File: config.mk
export PLATFORM = sky130hd
export DESIGN_NAME = rls_driver
export DESIGN_NICKNAME = d
export VERILOG_FILES = /design/src/rtl/rls_drv_pkg.sv /design/src/rtl/rls_x_collector.sv /design/src/rtl/rls_driver.sv
export SDC_FILE = /design/constraint.sdc
export NUM_CORES = 1
export LEC_CHECK = 0
export ABC_AREA = 1
export CORE_MARGIN = 4
export CORE_UTILIZATION = 30
export DETAILED_ROUTE_END_ITERATION = 7
export PLACE_DENSITY = 0.64
export SYNTH_ARGS = -nofsm -noshare
export SYNTH_HDL_FRONTEND = slang
export SYNTH_HIERARCHICAL = 1
export SYNTH_SLANG_ARGS = --single-unit
File: constraint.sdc
create_clock -name clk -period 2 [get_ports clk]
set_input_delay 0.4 -clock clk [delete_from_list [all_inputs] [get_ports clk]]
set_output_delay 0.4 -clock clk [all_outputs]
set_load 0.02 [all_outputs]
File: src/rtl/rls_drv_pkg.sv
// Shared types and sizing for the RLS estimator host driver.
// State encoding for the driver FSM and the word-index width used by the
// estimate collector live here so both files agree on them.
package rls_drv_pkg;

   // Driver FSM states, one per phase of an estimator iteration.
   typedef enum logic [2:0] {
      IDLE      = 3'd0,
      ISSUE     = 3'd1,
      WAIT_LOAD = 3'd2,
      COLLECT   = 3'd3,
      HOLD      = 3'd4,
      DONE      = 3'd5
   } drv_state_e;

   // Default vector length and word width of the estimator.
   localparam int unsigned RLS_N     = 2;
   localparam int unsigned RLS_NBITS = 32;

   // Width of a word index into an N-word vector (at least one bit).
   localparam int unsigned RLS_IDX_W = (RLS_N > 1) ? $clog2(RLS_N) : 1;

   // Word-index width for an arbitrary vector length.
   function automatic int unsigned idx_width(input int unsigned n);
      return (n > 1) ? $clog2(n) : 1;
   endfunction

endpackage

File: src/rtl/rls_x_collector.sv
// Reassembles the serially written estimate words into one parallel vector.
// The first captured word lands in the least significant slice. full_o is
// raised combinationally on the capture that completes the vector, so the
// driver can present the estimate on the very next cycle.
module rls_x_collector
   import rls_drv_pkg::*;
#(
   parameter int unsigned N     = RLS_N,
   parameter int unsigned nBits = RLS_NBITS,
   parameter int unsigned IDX_W = RLS_IDX_W
) (
   input  logic                 clk,
   input  logic                 reset,
   input  logic                 clear_i,
   input  logic                 capture_i,
   input  logic [nBits-1:0]     x_i,
   output logic [N*nBits-1:0]   est_x_o,
   output logic                 full_o
);

   localparam logic [IDX_W-1:0] LAST_IDX = IDX_W'(N - 1);

   logic [IDX_W-1:0]   cnt_q;
   logic [N*nBits-1:0] est_x_q;

   // Word counter and slice-addressed estimate register.
   always_ff @(posedge clk) begin
      if (reset) begin
         cnt_q   <= {IDX_W{1'b0}};
         est_x_q <= {(N*nBits){1'b0}};
      end else if (clear_i) begin
         cnt_q   <= {IDX_W{1'b0}};
         est_x_q <= {(N*nBits){1'b0}};
      end else if (capture_i) begin
         for (int k = 0; k < N; k++) begin
            if (cnt_q == IDX_W'(k)) begin
               est_x_q[k*nBits +: nBits] <= x_i;
            end
         end
         cnt_q <= (cnt_q == LAST_IDX) ? {IDX_W{1'b0}} : (cnt_q + IDX_W'(1));
      end else begin
         cnt_q   <= cnt_q;
         est_x_q <= est_x_q;
      end
   end

   assign full_o  = capture_i & (cnt_q == LAST_IDX);
   assign est_x_o = est_x_q;

endmodule

File: src/rtl/rls_driver.sv
// Host-side driver for the RLS estimator datapath.
// Takes one sample per iteration over a valid/ready handshake, presents it on
// the core's parallel operand inputs, pulses newIt, follows the core's
// load/write strobes and hands the reassembled estimate to the consumer.
// Optional watchdog: define RLS_DRV_WDOG_EN to abort an iteration whose core
// stays silent for TIMEOUT cycles while waiting for load or for x words.
// The core's last-iteration flag is the port final_i.
module rls_driver
   import rls_drv_pkg::*;
#(
   parameter int unsigned N       = RLS_N,
   parameter int unsigned nBits   = RLS_NBITS,
   parameter int unsigned TIMEOUT = 1024
) (
   input  logic                 clk,
   input  logic                 reset,
   input  logic                 in_valid,
   output logic                 in_ready,
   input  logic [nBits-1:0]     in_y,
   input  logic [N*nBits-1:0]   in_A,
   input  logic [N*nBits-1:0]   in_Ks,
   output logic                 newIt,
   output logic [nBits-1:0]     y,
   output logic [N*nBits-1:0]   wireA,
   output logic [N*nBits-1:0]   wireKs,
   input  logic                 load,
   input  logic                 write,
   input  logic [nBits-1:0]     x,
   input  logic                 final_i,
   output logic                 est_valid,
   input  logic                 est_ready,
   output logic [N*nBits-1:0]   est_x,
   output logic [31:0]          est_count,
   output logic                 done,
   output logic                 wdog_err
);

   drv_state_e         state_q;
   logic               in_ready_q;
   logic               new_it_q;
   logic [nBits-1:0]   y_q;
   logic [N*nBits-1:0] wire_a_q;
   logic [N*nBits-1:0] wire_ks_q;
   logic               est_valid_q;
   logic [31:0]        est_count_q;
   logic               done_q;
   logic               final_q;

   logic               accept_s;
   logic               capture_s;
   logic               full_s;
   logic               final_seen_s;
   logic               wdog_trip_s;

   assign accept_s     = (state_q == IDLE) & in_valid & in_ready_q;
   assign capture_s    = (state_q == COLLECT) & write;
   assign final_seen_s = final_q | final_i;

   rls_x_collector #(
      .N     (N),
      .nBits (nBits),
      .IDX_W (idx_width(N))
   ) u_collector (
      .clk       (clk),
      .reset     (reset),
      .clear_i   (accept_s),
      .capture_i (capture_s),
      .x_i       (x),
      .est_x_o   (est_x),
      .full_o    (full_s)
   );

`ifdef RLS_DRV_WDOG_EN
   localparam int unsigned     WDOG_W    = $clog2(TIMEOUT + 1);
   localparam logic [WDOG_W-1:0] WDOG_LAST = WDOG_W'(TIMEOUT - 1);

   logic [WDOG_W-1:0] wdog_cnt_q;
   logic              wdog_err_q;
   logic              wdog_run_s;

   // Count only cycles in which the core makes no progress.
   always_comb begin
      wdog_run_s  = 1'b0;
      wdog_trip_s = 1'b0;
      if (((state_q == WAIT_LOAD) && !load) || ((state_q == COLLECT) && !write)) begin
         wdog_run_s  = 1'b1;
         wdog_trip_s = (wdog_cnt_q == WDOG_LAST);
      end else begin
         wdog_run_s  = 1'b0;
         wdog_trip_s = 1'b0;
      end
   end

   // Stall counter plus sticky error flag.
   always_ff @(posedge clk) begin
      if (reset) begin
         wdog_cnt_q <= {WDOG_W{1'b0}};
         wdog_err_q <= 1'b0;
      end else begin
         if (wdog_run_s && !wdog_trip_s) begin
            wdog_cnt_q <= wdog_cnt_q + WDOG_W'(1);
         end else begin
            wdog_cnt_q <= {WDOG_W{1'b0}};
         end
         if (wdog_trip_s) begin
            wdog_err_q <= 1'b1;
         end else begin
            wdog_err_q <= wdog_err_q;
         end
      end
   end

   assign wdog_err = wdog_err_q;
`else
   assign wdog_trip_s = 1'b0;
   assign wdog_err    = 1'b0;

   // Without the watchdog the timeout value shapes no hardware.
   if (TIMEOUT == 0) begin : g_no_timeout
   end
`endif

   // Iteration FSM with its registered handshake, operand and status outputs.
   always_ff @(posedge clk) begin
      if (reset) begin
         state_q     <= IDLE;
         in_ready_q  <= 1'b0;
         new_it_q    <= 1'b0;
         y_q         <= {nBits{1'b0}};
         wire_a_q    <= {(N*nBits){1'b0}};
         wire_ks_q   <= {(N*nBits){1'b0}};
         est_valid_q <= 1'b0;
         est_count_q <= 32'd0;
         done_q      <= 1'b0;
         final_q     <= 1'b0;
      end else begin
         in_ready_q <= 1'b0;
         new_it_q   <= 1'b0;
         if ((state_q != IDLE) && final_i) begin
            final_q <= 1'b1;
         end
         case (state_q)
            IDLE: begin
               if (accept_s) begin
                  y_q       <= in_y;
                  wire_a_q  <= in_A;
                  wire_ks_q <= in_Ks;
                  final_q   <= 1'b0;
                  new_it_q  <= 1'b1;
                  state_q   <= ISSUE;
               end else begin
                  // ready rises one cycle after entering IDLE
                  in_ready_q <= 1'b1;
               end
            end
            ISSUE: begin
               state_q <= WAIT_LOAD;
            end
            WAIT_LOAD: begin
               if (load) begin
                  state_q <= COLLECT;
               end else if (wdog_trip_s) begin
                  state_q <= IDLE;
               end
            end
            COLLECT: begin
               if (full_s) begin
                  state_q     <= HOLD;
                  est_valid_q <= 1'b1;
               end else if (wdog_trip_s) begin
                  state_q <= IDLE;
               end
            end
            HOLD: begin
               if (est_ready) begin
                  est_valid_q <= 1'b0;
                  est_count_q <= est_count_q + 32'd1;
                  if (final_seen_s) begin
                     state_q <= DONE;
                     done_q  <= 1'b1;
                  end else begin
                     state_q <= IDLE;
                  end
               end
            end
            DONE: begin
               done_q <= 1'b1;
            end
            default: begin
               state_q <= IDLE;
            end
         endcase
      end
   end

   assign in_ready  = in_ready_q;
   assign newIt     = new_it_q;
   assign y         = y_q;
   assign wireA     = wire_a_q;
   assign wireKs    = wire_ks_q;
   assign est_valid = est_valid_q;
   assign est_count = est_count_q;
   assign done      = done_q;

endmodule

; ---- Word level (Yosys, flattened, before mapping)
; Index checks and enable logic that the tools add are counted.
[op_classes]
addsub = 2
multipliers = 0
n_div = 0
order_cmp = 0
n_eq_ne = 10
shift = 0
muxes = 18
bitwise_logic = 8
n_reduce_logical = 14
[ops]
columns = operator, count
row1 = "32-bit by 1-bit adder with 32-bit output, second input constant", 1
row2 = 3-bit one-hot mux with 6 select lines, 1
row3 = 3-bit 2-to-1 mux, 5
row4 = 1-bit 2-to-1 mux, 10
row5 = "2-bit inequality test, second input constant", 5
row6 = 2-bit AND reduction, 4
row7 = "3-bit by 2-bit equality test with 1-bit output, second input constant", 2
row8 = "3-bit equality test, second input constant", 2
row9 = 3-bit AND reduction, 2
row10 = 5-bit AND reduction, 1
row11 = 1-bit bitwise AND, 4
row12 = 1-bit one-hot mux with 2 select lines, 2
row13 = 2-bit nonzero test, 2
row14 = 2-bit OR reduction, 2
row15 = "3-bit by 1-bit equality test with 1-bit output, second input constant", 1
row16 = 3-bit zero test, 1
row17 = 1-bit inverter, 3
row18 = 3-bit nonzero test, 1
row19 = "1-bit adder, second input constant", 1
row20 = 1-bit logical AND, 1
row21 = 1-bit bitwise OR, 1
[totals]
register_bits = 265
latch_bits = 0
ramBits = 0
rom_bits = 0
output_inout_bits = 261
memories = 0

; ---- Logic depth before layout (Yosys ltp)
[depth]
word_depth = 5
mapped_depth = 16
depth_no_buf = 14

; ---- Hierarchy
; Netlist, hierarchy kept.
[modules_own_cells]
columns = module, n_inst, cells_each, area_each_um2, seq_area_each_um2
row1 = rls_driver, 1, 1023, 7677.4, 4003.8
row2 = rls_x_collector, 1, 352, 2543.7, 1301.2

; ---- Worst setup path before layout
; No wires, ideal clock.
[synth_timing]
path_type = flip-flop to flip-flop
from = register state_q[0]
to = register state_q[1]
setup_ns = 0.122
arrival_time_ns = 1.730
setup_slack_ns = 0.148
path_stages_with_launch = 16
n_path_buf = 2
period_less_slack_ns = 1.852
path_cell_list = dfxtp_1 > nand2_1 > nor2_1 > inv_1 > nor2_1 > buf_6 > nand2_4 > inv_2 > buf_6 > inv_1 > nand2_1 > nand2_1 > inv_1 > nand2_1 > o21ai_0 > a21oi_1
[synth_via]
elab_chain_cells = 5
word_cells_on_any_way = 17
classes_between = eq/ne (9) / mux (1) / bitwise (5) / reduce/logical (2)
[synth_lines]
columns = item, line_no
row1 = from (decl), rls_driver.sv:38  ; drv_state_e state_q;
row2 = from (signal assigned), rls_driver.sv:126  ; state_q <= IDLE;
row3 = from (signal assigned), rls_driver.sv:150  ; state_q <= ISSUE;
row4 = from (signal assigned), rls_driver.sv:157  ; state_q <= WAIT_LOAD;
row5 = 3-bit by 2-bit equality test with 1-bit output, rls_driver.sv:56  ; assign capture_s = (state_q == COLLECT) & write;
row6 = 1-bit bitwise AND, rls_driver.sv:56
row7 = net capture_s, rls_driver.sv:50  ; logic capture_s;
row8 = 1-bit bitwise AND, rls_x_collector.sv:47  ; assign full_o = capture_i & (cnt_q == LAST_IDX);
row9 = net full_s, rls_driver.sv:51  ; logic full_s;
row10 = 2-bit inequality test (no line), --
row11 = 5-bit AND reduction (no line), --
; The timed path passes the listed nets, and every way through them passes these cells.
; A chain may end at the register's enable or synchronous reset.

; ---- Final worst setup path
[layout_timing]
from = register est_count_q[30] (netlist: est_count[30])
to = output port est_count[30]
[layout_rtl]
columns = item, line_no
row1 = from (decl), rls_driver.sv:45  ; logic [31:0] est_count_q;
row2 = from (signal assigned), rls_driver.sv:177  ; est_count_q <= est_count_q + 32'd1;
row3 = to (decl), rls_driver.sv:33  ; output logic [31:0] est_count,
; No word-level cell between the ends.

==> reports/qor.txt <==
Total congestion overflow - 0
Mapped Cells - 1375
Reg area - 5305 um2
CORE AREA - 33530 um2
Largest net degree at the start of global routing - 90
Worst-path clk slew - 0.06 ns
Largest cells by area after synthesis - dfxtp_1 (52%), nand2_1 (16%), a21oi_1 (9.0%), nor2_1 (6.9%), inv_1 (2.9%)
CTS root buf - clkbuf_16
CP bufs+invs - 1
Post-layout util - 48.59%
Startpoint Class - flop
Via count - 10.35k
Post-synthesis sequential area ratio - 51.90%
Reg2reg path depth - 8
Initial DRC Count - 407
Drt drc - 0
Final Max Slew Viols - 0
Cell Area, Synth - 10220 um2
Die Y-Extent - 192.6 um
Die Area - 37090 um2
Worst Path Arrival - 1.57 ns
Area leader, netlist - dfxtp_1
Worst Hold Class - primary input to flop
Die X - 192.6 um
Largest stage delay on the critical path - 0.63 ns
Critical path origin - est_count[30]$_SDFFE_PP0P_
YS warnings - 6
Area post-placement - 15260 um2
# clock sinks - 265
Fraction of layout cells with a size suffix above 1 - 5.550%
Post-synth top area share - 51.90%
R2r endpoint - wireA[54]$_SDFFE_PP0P_
Synthesis-to-finish area growth - 59.41%
Final hold violation count - 0
Worst setup endpoint - est_count[30]
Maximum clock rate - 508.2 MHz
Synth unique cells - 32
Average wire per standard cell - 15.52 um
Post-synth EDFFs - 0
RePlAce Congestion - 0.8473
Final Setup Violations - 0
RSZ-0062 raised after global routing - false
CTS buffer count - 30
Post-layout min period - 1.968 ns
Critical path type - flop to primary output
Critical Path Fanout Max - 3
ANT nets after route - 0
Worst-Skew Late Latency - 0.54 ns
Fillers - 3303
CTS tree - yes
Vias in the first global route - 9969
H-tree levels - 1
Register bit total from synthesis - 265
Initial antenna violation count - 3
Critical path depth - 1
# rows - 67
Max_slew headroom - 50.10%
Most common cell in the netlist - nand2_1
Combined area of the multi-input logic cells - 4109 um2
CP delay by family, top - buffers and inverters
R2r setup slk - 0.20 ns
Fin Hold WS - 0.2204 ns
Async SR Flop Fraction - 0%
Vias per inst - 4.527
P_leak - 6.197 nW
Effective utilization at floorplan - 30.48%
Worst reg2reg path startpoint - state_q[2]$_SDFFE_PP0P_
Max_cap viols - 0
Routed Wire Length - 35500 um
Syn nets - 1575
PwrDens - 971.4 nW/um2
Cells along the critical path - clkdlybuf4s50_1
Critical Path RT - 1.60 ns
Final period util - 98.39%
Setup tns final - 0 ns
Final Skew - 0.006416 ns
Final instance area - 16290 um2
Slowest-stage cell, CP - clkdlybuf4s50_1
First-pass GRT wire length - 53610 um
Hold-fix buffers, CTS - 0
Synth cell count leaders - nand2_1 (429), dfxtp_1 (265), nor2_1 (189)
GRT Total Usage - 17.75%
Worst setup EP type - primary output
Port Buffers - 458
Clk buf depth - 3
Main flop type after synthesis - dfxtp_1
Avg Cell Area, Syn - 7.433 um2
Slew @ Worst Pin - 0.7477 ns
Drt pass-1 iters - 5
Post-DP HPWL - 26280 um
VDD IR max - 0.0007460 V
Status - complete, no violations
Io pins - 460
Fin nets - 2015
==> repair_timing <==
action / 4_1_cts / 5_1_grt
gates resized for setup: 33 / 3
buffers inserted: 0 / 0
setup endpoints to repair: 33 / 3
pin swaps: 0 / 0
hold endpoints to repair: 0 / 0
==> cell usage in the layout (no fill, tap or decap), drive strengths merged <==
cell type	instances
nand2	431
clkdlybuf4s50	422
dfxtp	265
nor2	195
a21oi	183
inv	83
nand3	52
o21ai	44
clkbuf	44
buf	34
dlygate4sd2	33
nand4	13
nor3	9
clkinv	5
bufinv	5
xor2	4
o21a	4
and2	2
nor3b	2
dlymetal6s2s	2
diode	1
o21bai	1
xnor2	1
a31oi	1
ha	1
conb	1
clkinvlp	1
==> worst min path at each step <==
stage          cells after the start                   from  slack (ns)                          to
3_5_place_dp                       2     y[29]$_SDFFE_PP0P_        0.45          y[29]$_SDFFE_PP0P_
3_3_place_gp                       2  wireA[4]$_SDFFE_PP0P_        0.45       wireA[4]$_SDFFE_PP0P_
6_report                           2                  reset        0.22  est_count[10]$_SDFFE_PP0P_
5_1_grt                            2                  reset        0.23           done$_SDFFE_PP0P_
2_1_floorplan                      2     final_q$_SDFF_PP0_        0.49          final_q$_SDFF_PP0_
4_1_cts                            2                  reset        0.20  est_count[10]$_SDFFE_PP0P_
==> metal layers <==
metal,wire (um),GRT usage [%]
met4,1387,6.281
met1,13650,20.34
met5,20,0
met3,3430,5.753
met2,17020,30.99
==> where the power goes <==
| group | internal (mW) | switching (mW) |
|---|---|---|
| sequential | 5.77 | 0.258 |
| combinational | 1.76 | 2.17 |
| clock | 3.69 | 2.18 |
| total | 11.2 | 4.61 |
==> through the flow <==
stage	setup slack [ns]	power (mW)	std cells
after floorplan	0.1483	8.255	1375
after global placement	0.02856	10.08	2231
after detailed placement	0.01771	10.12	2231
after CTS	0.002631	16.08	2286
after global routing	0.0009324	16.66	2287
final	0.03224	15.83	2287
==> kinds of logic after synthesis <==
| kind of cell | share of synthesized area [%] |
|---|---|
| buffers and inverters | 8.092 |
| adders and majority gates | 0.1224 |
| xor gates and xnor gates | 0.4284 |
| other | 0.03669 |
| AOI/OAI and AO/OA | 11.54 |
| and+or+nand+nor | 27.87 |
| DFF | 51.90 |
==> state kept, by name, indices dropped and copies added (netlist names) <==
name,flops
newIt,1
in_ready,1
done,1
u_collector/est_x_o,64
y,32
est_count,32
est_valid,1
wireA,64
u_collector/cnt_q,1
wireKs,64
final_q,1
state_q,3
==> layout make-up <==
class                   instances  area share, %
well taps                     448          3.440
inverters                      83          1.928
clock inverters                11          1.121
diodes                          1        0.01536
flip-flops and latches        265          32.56
repair buffers                491          30.29
clock buffers                  44          5.429
multi-input cells             944          25.22
No activity file was read; power rests on OpenSTA's default activity.
